`config.mk`:
```
export PLATFORM = sky130hd
export DESIGN_NAME = rgmii_rx_inband_status_flat
export DESIGN_NICKNAME = d
export VERILOG_FILES = /design/src/rtl/rgmii_rx_inband_status_if.sv /design/src/rtl/rgmii_rx_inband_status.sv /design/src/flat_wrapper.sv
export SDC_FILE = /design/constraint.sdc
export NUM_CORES = 1
export LEC_CHECK = 0
export CORE_UTILIZATION = 55
export DETAILED_ROUTE_END_ITERATION = 10
export PLACE_DENSITY = 0.87
export SLEW_MARGIN = 0
export SYNTH_ARGS = -nofsm -noshare
export SYNTH_HDL_FRONTEND = slang
export SYNTH_SLANG_ARGS = --single-unit
```
`constraint.sdc`:
```
create_clock -name clk -period 2.1 [get_ports clk]
set_clock_uncertainty 0.1 [all_clocks]
set_input_delay 0.42 -clock clk [delete_from_list [all_inputs] [get_ports clk]]
set_output_delay 0.42 -clock clk [all_outputs]
set_load 0.03 [all_outputs]
```
`src/rtl/rgmii_rx_inband_status_if.sv`:
```
// Receive-side RGMII in-band status bundle: the SDR receive nibble stream in,
// the qualified link/speed/duplex status out.
interface rgmii_rx_inband_status_if;
  logic       rx_dv;
  logic       rx_er;
  logic [3:0] rxd;
  logic       speed_10;
  logic       speed_100;
  logic       speed_1000;
  logic       link_up;
  logic       full_duplex;
  logic       status_valid;
  logic       status_changed;

  // No valid/ready flow control: every clock carries one nibble. rx_dv=0 and
  // rx_er=0 together mark an inter-frame status sample; anything else is frame
  // traffic and is not acknowledged or stalled.
  modport master (
    output rx_dv, rx_er, rxd,
    input  speed_10, speed_100, speed_1000, link_up, full_duplex,
    input  status_valid, status_changed
  );

  modport slave (
    input  rx_dv, rx_er, rxd,
    output speed_10, speed_100, speed_1000, link_up, full_duplex,
    output status_valid, status_changed
  );
endinterface

```
`src/rtl/rgmii_rx_inband_status.sv`:
```
// Decodes RGMII in-band link/speed/duplex status from inter-frame nibbles,
// debounces it over STABLE_COUNT samples and applies a link-loss timeout.
module rgmii_rx_inband_status #(
  parameter int STABLE_COUNT = 8,
  parameter int LINK_TIMEOUT = 1 << 20
) (
  input logic                      clk,
  input logic                      reset_n,
  rgmii_rx_inband_status_if.slave  rx
);
  localparam int RW = $clog2(STABLE_COUNT + 1);
  // One extra count beyond LINK_TIMEOUT lets the counter park past the firing value.
  localparam int TW = $clog2(LINK_TIMEOUT + 2);
  localparam logic [RW-1:0] RUN_MAX = RW'(STABLE_COUNT);
  localparam logic [TW-1:0] TO_FIRE = TW'(LINK_TIMEOUT);
  localparam logic [TW-1:0] TO_SAT  = TW'(LINK_TIMEOUT + 1);

  // Status words are kept in rxd packing: {duplex, speed[1:0], link}.
  logic [3:0]    cand_q, cand_d;
  logic [RW-1:0] run_q, run_d;
  logic [TW-1:0] to_q, to_d;
  logic [3:0]    out_q, out_d;
  logic          valid_q, valid_d;
  logic          chg_q, chg_d;
  logic          status_smp;
  logic          reserved;
  logic          fire;

  always_comb begin
    cand_d     = cand_q;
    run_d      = run_q;
    to_d       = to_q;
    out_d      = out_q;
    valid_d    = valid_q;
    chg_d      = 1'b0;
    status_smp = !rx.rx_dv && !rx.rx_er;
    reserved   = (rx.rxd[2:1] == 2'b11);
    fire       = (LINK_TIMEOUT != 0) && (to_q == TO_FIRE);

    if (status_smp) begin
      to_d = '0;
      if (reserved) begin
        run_d = '0;
      end else if (rx.rxd == cand_q) begin
        if (run_q != RUN_MAX) run_d = run_q + RW'(1);
      end else begin
        cand_d = rx.rxd;
        run_d  = RW'(1);
      end
    end else if (to_q != TO_SAT) begin
      to_d = to_q + TW'(1);
    end

    // Timeout wins over a qualification landing on the same edge.
    if (fire) begin
      run_d    = '0;
      out_d[0] = 1'b0;
      chg_d    = out_q[0];
    end else if (run_q == RUN_MAX) begin
      valid_d = 1'b1;
      if (cand_q != out_q) begin
        out_d = cand_q;
        chg_d = 1'b1;
      end
    end
  end

  always_ff @(posedge clk) begin
    if (!reset_n) begin
      cand_q  <= '0;
      run_q   <= '0;
      to_q    <= '0;
      out_q   <= '0;
      valid_q <= 1'b0;
      chg_q   <= 1'b0;
    end else begin
      cand_q  <= cand_d;
      run_q   <= run_d;
      to_q    <= to_d;
      out_q   <= out_d;
      valid_q <= valid_d;
      chg_q   <= chg_d;
    end
  end

  // Reserved codes never reach out_q, so exactly one speed line is high.
  assign rx.speed_10       = (out_q[2:1] == 2'b00);
  assign rx.speed_100      = (out_q[2:1] == 2'b01);
  assign rx.speed_1000     = (out_q[2:1] == 2'b10);
  assign rx.link_up        = out_q[0];
  assign rx.full_duplex    = out_q[3];
  assign rx.status_valid   = valid_q;
  assign rx.status_changed = chg_q;
endmodule

```
`src/flat_wrapper.sv`:
```
// flat-port wrapper written by rule: the top's interface ports become plain ports
module rgmii_rx_inband_status_flat 
#(
  parameter int STABLE_COUNT = 8,
  parameter int LINK_TIMEOUT = 1 << 20
)
  (clk, reset_n, rx_rx_dv, rx_rx_er, rx_rxd, rx_speed_10, rx_speed_100, rx_speed_1000, rx_link_up, rx_full_duplex, rx_status_valid, rx_status_changed);
  rgmii_rx_inband_status_if rx_i ();
  input logic clk;
  input logic reset_n;
  input wire logic [$bits(rx_i.rx_dv)-1:0] rx_rx_dv;
  input wire logic [$bits(rx_i.rx_er)-1:0] rx_rx_er;
  input wire logic [$bits(rx_i.rxd)-1:0] rx_rxd;
  output wire logic [$bits(rx_i.speed_10)-1:0] rx_speed_10;
  output wire logic [$bits(rx_i.speed_100)-1:0] rx_speed_100;
  output wire logic [$bits(rx_i.speed_1000)-1:0] rx_speed_1000;
  output wire logic [$bits(rx_i.link_up)-1:0] rx_link_up;
  output wire logic [$bits(rx_i.full_duplex)-1:0] rx_full_duplex;
  output wire logic [$bits(rx_i.status_valid)-1:0] rx_status_valid;
  output wire logic [$bits(rx_i.status_changed)-1:0] rx_status_changed;
  assign rx_i.rx_dv = rx_rx_dv;
  assign rx_i.rx_er = rx_rx_er;
  assign rx_i.rxd = rx_rxd;
  assign rx_speed_10 = rx_i.speed_10;
  assign rx_speed_100 = rx_i.speed_100;
  assign rx_speed_1000 = rx_i.speed_1000;
  assign rx_link_up = rx_i.link_up;
  assign rx_full_duplex = rx_i.full_duplex;
  assign rx_status_valid = rx_i.status_valid;
  assign rx_status_changed = rx_i.status_changed;
  rgmii_rx_inband_status #(.STABLE_COUNT(STABLE_COUNT), .LINK_TIMEOUT(LINK_TIMEOUT)) u_core (.clk(clk), .reset_n(reset_n), .rx(rx_i));
endmodule
```
* Word-level counts from Yosys, hierarchy flattened *
Cells that the tools add are included.

word-level totals
  register bits = 35
  logic and storage cells = 40

operators by class
  $add $sub $neg = 2
  equal/unequal tests = 10
  multiplexer cells = 6
  bitwise gates (word level) = 4
  reductions and logical operators = 11

operator list
  operator               number
  $add 21x1->21 const B  1
  $eq 21x21->1 const B   1
  $ne 21x21->1 const B   1
  $mux 4                 3
  $reduce_and 2->1       3
  $reduce_and 3->1       2
  $add 4x1->4 const B    1
  $eq 2x2->1 const B     2
  $eq 4x4->1             1
  $eq 4x4->1 const B     1
  $ne 4x4->1             1
  $ne 4x4->1 const B     1
  $not 1->1              4
  $reduce_or 2->1        2
  $mux 1                 3
  $ne 3x2->1 const B     1
  $eq 2x1->1 const B     1
  $logic_not 1->1        2
  $logic_not 2->1        1
  $logic_and 1x1->1      1

* Longest topological paths before layout *
Gate-level depths: netlist of the first run.

  depth after elaboration = 4
  depth in mapped cells = 6

* Worst setup path after synthesis of the first run *
No wires, ideal clock.

  path type = register -> register
  start point = reg u_core.to_q[0]
  end point = reg u_core.to_q[18]
  library setup time = 0.128 ns
  arrival = 1.414 ns
  setup slack = 0.458 ns
  stages on the path, launching flop included = 7
  path buffers = 0
  clock period less this slack = 1.642 ns
  cells stage by stage = dfxtp_1 ha_1 and4_1 nor3b_4 nand4_1 xor2_1 nor2_1

on the way
  longest elaborated chain between the ends = 1
  elaborated cells on any way between the ends = 2
  those cells by class = add/sub (1); eq/ne (1)

ends and longest elaborated chain
  item                                           RTL line                                                    text
  start, declared                                rgmii_rx_inband_status.sv:21                                logic [TW-1:0] to_q, to_d;
  start signal, assigned                         rgmii_rx_inband_status.sv:79                                to_q <= to_d;
  $add 21x1->21 or $ne 21x21->1 (tied branches)  rgmii_rx_inband_status.sv:51, rgmii_rx_inband_status.sv:50

Parallel ways exist; a longest one is shown, timed or not.
A chain may end at the register's enable or synchronous reset.

* Worst setup path after layout of the first run *
  start point = reg u_core.out_q[1]
  end point = out rx_speed_10

on the way
  longest elaborated chain between the ends = 1

ends and longest elaborated chain
  item                    RTL line                      text
  start, declared         rgmii_rx_inband_status.sv:22  logic [3:0] out_q, out_d;
  start signal, assigned  rgmii_rx_inband_status.sv:80  out_q <= out_d;
  $logic_not 2->1         rgmii_rx_inband_status.sv:87  assign rx.speed_10 = (out_q[2:1] == 2'b00);
  end, declared           flat_wrapper.sv:14            output wire logic [$bits(rx_i.speed_10)-1:0] rx_speed_10;

Every way passes these cells.

==> results of run 1 <==
[layout by cell type (no fill, tap or decap), types with 3 or more instances in the layout]
cell              n
a21oi_1           3
and3_1            3
and4_1            3
buf_4             8
clkbuf_4          5
clkdlybuf4s50_1  12
dfxtp_1          35
ha_1              5
inv_1             5
mux2i_1          10
nand2_1          15
nand3_1          10
nand3b_1          3
nand4_1           5
nor2_1           25
nor2b_1           7
nor4_1            3
o21ai_0           3
xnor2_1           8
xor2_1           19
[power groups by stage]
| stage | Sequential, mW | Clock, mW | Combinational (mW) |
|---|---|---|---|
| global placement | 0.697 | 0 | 0.0906 |
| floorplan | 0.696 | 0 | 0.0523 |
| detailed placement | 0.697 | 0 | 0.0944 |
| finish | 0.682 | 0.370 | 0.0946 |
| CTS | 0.682 | 0.380 | 0.0951 |
| global route | 0.684 | 0.408 | 0.104 |
[per-layer routing]
layer	global-route usage	part of all wire
met5	0	0
met1	0.264	0.49
met2	0.323	0.45
met4	0.105	0.025
met3	0.0737	0.034
[through the flow]
step	cell area [um2]	hold WS [ns]
global placement	1970	0.355
floorplan	1730	0.371
global route	2030	0.406
CTS	2030	0.400
finish	2030	0.399
detailed placement	1970	0.374
[path summary, 6_finish.rpt]
kind / end / slack, ns
min: u_core.rx.status_valid / 0.40
min reg2reg: u_core.rx.status_valid / 0.40
max reg2reg: u_core.to_q[18] / 0.26
max: rx_speed_10 / 0.1
[state kept, by name, indices dropped and copies added, names as in the netlist]
name                      flops
u_core.out_q                  4
u_core.cand_q                 4
u_core.to_q                  21
u_core.rx.status_valid        1
u_core.rx.status_changed      1
u_core.run_q                  4
[area by class of cell]
cell class / instances / area (um2)
Timing Repair Buffer: 22 / 198
Inverter: 5 / 18.8
Fill cell: 250 / 1000
Sequential cell: 35 / 701
Clock inverter: 1 / 5.00
Clock buffer: 6 / 51.3
Tap cell: 44 / 55.1
Multi-Input combinational cell: 143 / 997
[Yosys cell counts (all sizes together)]
library cell  number
nand2             15
nor3               1
nor2              25
nand3             11
nor4b              1
o21a               1
a311oi             1
a41oi              2
ha                 5
nor2b              8
and3               3
xor2              19
nand4b             1
nor3b              2
and4               3
o21ai              4
nor4               5
inv                5
nand3b             3
a31oi              1
buf                1
or2                1
and2               1
a21oi              3
mux2i             10
a211oi             1
clkbuf             3
nand4              6
nand2b             2
xnor2              8
dfxtp             35
[what timing repair did]
action / 4_1_cts / 5_1_grt
hold endpoints to repair: 0 / 0
setup endpoints to repair: 2 / 0
gates resized for setup: 2 / 0
setup buffers: 0 / 0
[cell families after synthesis]
| kind of cell | count (synthesis) | share of synthesized area |
|---|---|---|
| xor+xnor | 27 | 0.136 |
| fa+ha+maj | 5 | 0.0361 |
| simple gates | 88 | 0.294 |
| compound gates | 13 | 0.0513 |
| mux | 10 | 0.0578 |
| buf+inv | 9 | 0.0202 |
| flops | 35 | 0.404 |
[worst register-to-register path, delay by kind of cell (launching register included)]
kind	cells	cell delay [ns]
fa+ha+maj	1	0.23
flops	1	0.43
xor+xnor	1	0.16
simple gates	4	0.81
==> results.md, run 1 <==
- Status: finished, final reports clean
- Power density cells: roughly 570 nW/um2
- Max FO, Critical Path: 5
- Total Routing Usage GR: 0.212
- Area growth, synth to finish: 16.9%
- WHS Path Cells: 1
- Fin crit share: 0.954
- Crit path from: u_core.out_q[1]
- Tmin final: about 2 ns
- DRC marker count from the first detailed-route iteration: 72
- Net Sw Frac: 0.239
- Syn nets: 200
- Worst slew pin tran: 0.439 ns
- Average wire per standard cell: 12.6 um
- Largest net degree at the start of global routing: 22
- Internal power: 0.872 mW
- Post-synth top area share: 0.404
- Worst skew pair latency: 0.34 ns
- Setup TNS: 0 ns
- Maxcap violations: 0
- I/O pin count: 15
- Synth warnings: 0
- Worst path cell trace: nor2_1 -> clkdlybuf4s50_1
- Reg2Reg Launch Point: u_core.to_q[1]
- Overall Power: 1.15 mW
- Flop pwr share: 0.595
- Slew Limit Headroom: 0.705
- Clk root buf: clkbuf_4
- Max clock buf depth: 2
- Arrival @ worst endpoint: 1.48 ns
- Initial core utilization: 0.572
- Leading area contributor after synthesis: dfxtp_1
- Dpl ws: 0.0668 ns
- Combinational Power Share: 0.082
- CTS buffer count: 5
- PortBufs: 14
- Syn Inst Count: approximately 190
- Final RePlAce weighted congestion: 0.877
- Drt first pass iters: 4
- Final WS setup: 0.0971 ns
- Mapped Area: around 1700 um2
- Seq/Total Area, Yosys: 0.404
- CTS H-Tree Depth: 2
- Hold Path Origin: u_core.rx.status_valid
- Main area contributors after synthesis: dfxtp_1 40%, xor2_1 9.6%, mux2i_1 5.8%, nor2_1 5.4%, xnor2_1 4.0%
- Syn avg cell area: just over 9 um2
- Crit-path leading delay family: buffers and inverters
- VDD IR max: 0.000379 V
- Reg2Reg Depth: 6
- Die Wd: approximately 58 um
- # diodes: 0
- Total Die Area: roughly 3400 um2
- Slowest-stage cell, CP: clkdlybuf4s50_1
- Post-route ant nets: 0
- Count of cell types in the netlist: 36
- Initial antenna violation count: 0
- Sink Count: 35
- DP Wirelength: roughly 2300 um
- Worst Path Buf+Inv: 1
- Clock power frac: 0.323
- Routed via count: 1343
- First-pass GRT wire length: approximately 5300 um
- Reg clk slew, reported paths: 0.09 ns
- Slew Limit Fails: 0
- Crit path launch type: register
- Vias in the first global route: 1226
- Final Util: 0.669
- F_max: 499 MHz
- FP Rows: 20
- P_sw: 0.274 mW
- CP peak stage delay: 0.67 ns
- NumNets Final: 225
- WP depth: 2
- Via density: 5.25
- Total core area: 3030 um2
- Crit path kind: register to output pin
- Leakage: 0.780 nW
- Crit path required time: 1.58 ns
- Synthesized flop and latch total: 35
- Final non-filler cell total: 256
- CTS tree: done
- Placed Instances: 249
- Setup violators final: 0
- RSZ-0062 raised after global routing: false
- Total gr overflow: 0
- Hold Vio Cnt, Final: 0
- Hold_buf cts: 0
- Final wirelength: between 3000 and 4000 um
- HP Class: register to register
- Layout cells sized above 1: 0.108
- DRC viols: 0
- Height of the die: approximately 58 um
- CP endpoint kind: output pin
(Power assumes the default switching activity.)
==> run 2: changes to the inputs <==
Settings changed: CORE_UTILIZATION 55 to 56, PLACE_DENSITY 0.87 to 0.89.
==> results.md, run 2 (synthesis gave the netlist of run 1 again) <==
- CTS tree: done
- Hold Vio Cnt, Final: 0
- Largest net degree at the start of global routing: 22
- DP Wirelength: 2530 um
- Placed Instances: 234
- Final non-filler cell total: around 240
- Worst skew pair latency: 0.33 ns
- R2R setup slack: 0.19 ns
- Drt first pass iters: 4
- CP endpoint: rx_speed_10
- Initial core utilization: 0.607
- VDD IR max: around 0.00038 V
- # diodes: 0
- Max clock buf depth: 2
- Setup Buffers After CTS: 0
- Layout cells sized above 1: 0.0948
- Height of the die: 57.6 um
- NumNets Final: 223
- Average wire per standard cell: 14.3 um
- Total Die Area: 3320 um2
- Post-route ant nets: 0
- Hold Slack: 0.399 ns
- Met2 global-route usage: 0.385
- Crit path launch type: register
- Final RePlAce weighted congestion: 0.769
- Hold Path Origin: u_core.rx.status_valid
- Setup violators final: 0
- Clk root buf: clkbuf_4
- Total gr overflow: 0
- Max FO, Critical Path: 5
- Leakage: 0.766 nW
- DP Area: 1940 um2
- Worst r2r dst: u_core.to_q[20]
- Global-route met1 utilization: 0.293
- Biggest register: u_core.to_q
- Total core area: between 2000 and 3000 um2
- Total Routing Usage GR: 0.235
- Fin crit share: 0.946
- Crit path required time: 1.58 ns
- Slew Limit Headroom: 0.708
- Gr busiest metal: met2
- First-pass GRT wire length: 6020 um
- Crit path from: u_core.out_q[1]
- Crit path kind: register to output pin
- CTS H-Tree Depth: 2
- Overall Power: 1.11 mW
- CP endpoint kind: output pin
- I/O pin count: 15
- FP Rows: 19
- Die Wd: 57.6 um
- Reg2Reg Depth: 6
- Design area: 1990 um2
- Initial antenna violation count: 0
- Status: finished, final reports clean
- Slew Limit Fails: 0
- Tmin final: between 1.5 and 2 ns
- Max reg flops: 21
- Setup TNS: 0 ns
- Most frequent cells in the layout: 35 x dfxtp_1, 25 x nor2_1, 19 x xor2_1, 15 x nand2_1, 12 x clkdlybuf4s50_1
- DRC marker count from the first detailed-route iteration: 58
- Area growth, synth to finish: 14.7%
- Vias in the first global route: 1403
- GRT met3 Usage: 0.0625
- F_max: 504 MHz
- Final wirelength: 3460 um
- HP Class: register to register
- Routed via count: about 1400
- DRC viols: 0
- Sink Count: 35
- Maxcap violations: 0
- CTS buffer count: 5
- Power density cells: 558 nW/um2
- Reg2Reg Launch Point: u_core.to_q[0]
- Worst slew pin tran: 0.434 ns
- Reg clk slew, reported paths: around 0.09 ns
- Arrival @ worst endpoint: 1.47 ns
- Commonest non-fill, non-tap cell in the layout: dfxtp_1
- PortBufs: 14
- Via density: ~5.7
- RSZ-0062 raised after global routing: false
[run 2: worst min path at each step]
stage / to / slack, ns / cells past startpoint
after CTS: u_core.rx.status_valid / 0.41 / 1
after global routing: u_core.rx.status_valid / 0.41 / 1
after floorplan: u_core.to_q[20] / 0.37 / 2
final: u_core.rx.status_valid / 0.40 / 1
after global placement: u_core.rx.status_valid / 0.35 / 1
after detailed placement: u_core.rx.status_valid / 0.37 / 1
[run 2: layer usage]
metal	up-vias	part of all wire
li1	688	-
met2	45	0.48
met5	-	0
met1	640	0.46
met3	8	0.050
met4	0	0.016
[run 2: area by class of cell]
class / count / area [um2]
Clock buffer: 7 / 45.0
Multi-Input combinational cell: 143 / 997
Timing Repair Buffer: 20 / 183
Tap cell: 31 / 38.8
Clock inverter: 1 / 5.00
Inverter: 5 / 18.8
Fill cell: 219 / 865
Sequential cell: 35 / 701
[run 2: power by group]
group | leakage, nW | total (mW) | switching (mW) | internal, mW
logic | 0.454 | 0.0882 | 0.0460 | 0.0422
registers | 0.283 | 0.684 | 0.0119 | 0.672
clock network | 0.0293 | 0.338 | 0.208 | 0.130
[run 2: metrics by stage]
stage	utilization	setup WS (ns)
final	0.697	0.114
after global routing	0.697	0.0602
after CTS	0.697	0.0982
after detailed placement	0.680	0.0178
after global placement	0.680	0.105
after floorplan	-	0.458
[run 2: critical path: stages, from the launching register on]
cell and delay, ns:
dfxtp_1 0.36, nor2_1 0.11, clkdlybuf4s50_1 0.67
[run 2: what timing repair did]
item,4_1_cts,5_1_grt
setup endpoints to repair,2,0
gates resized for setup,2,0
hold buffers,0,0
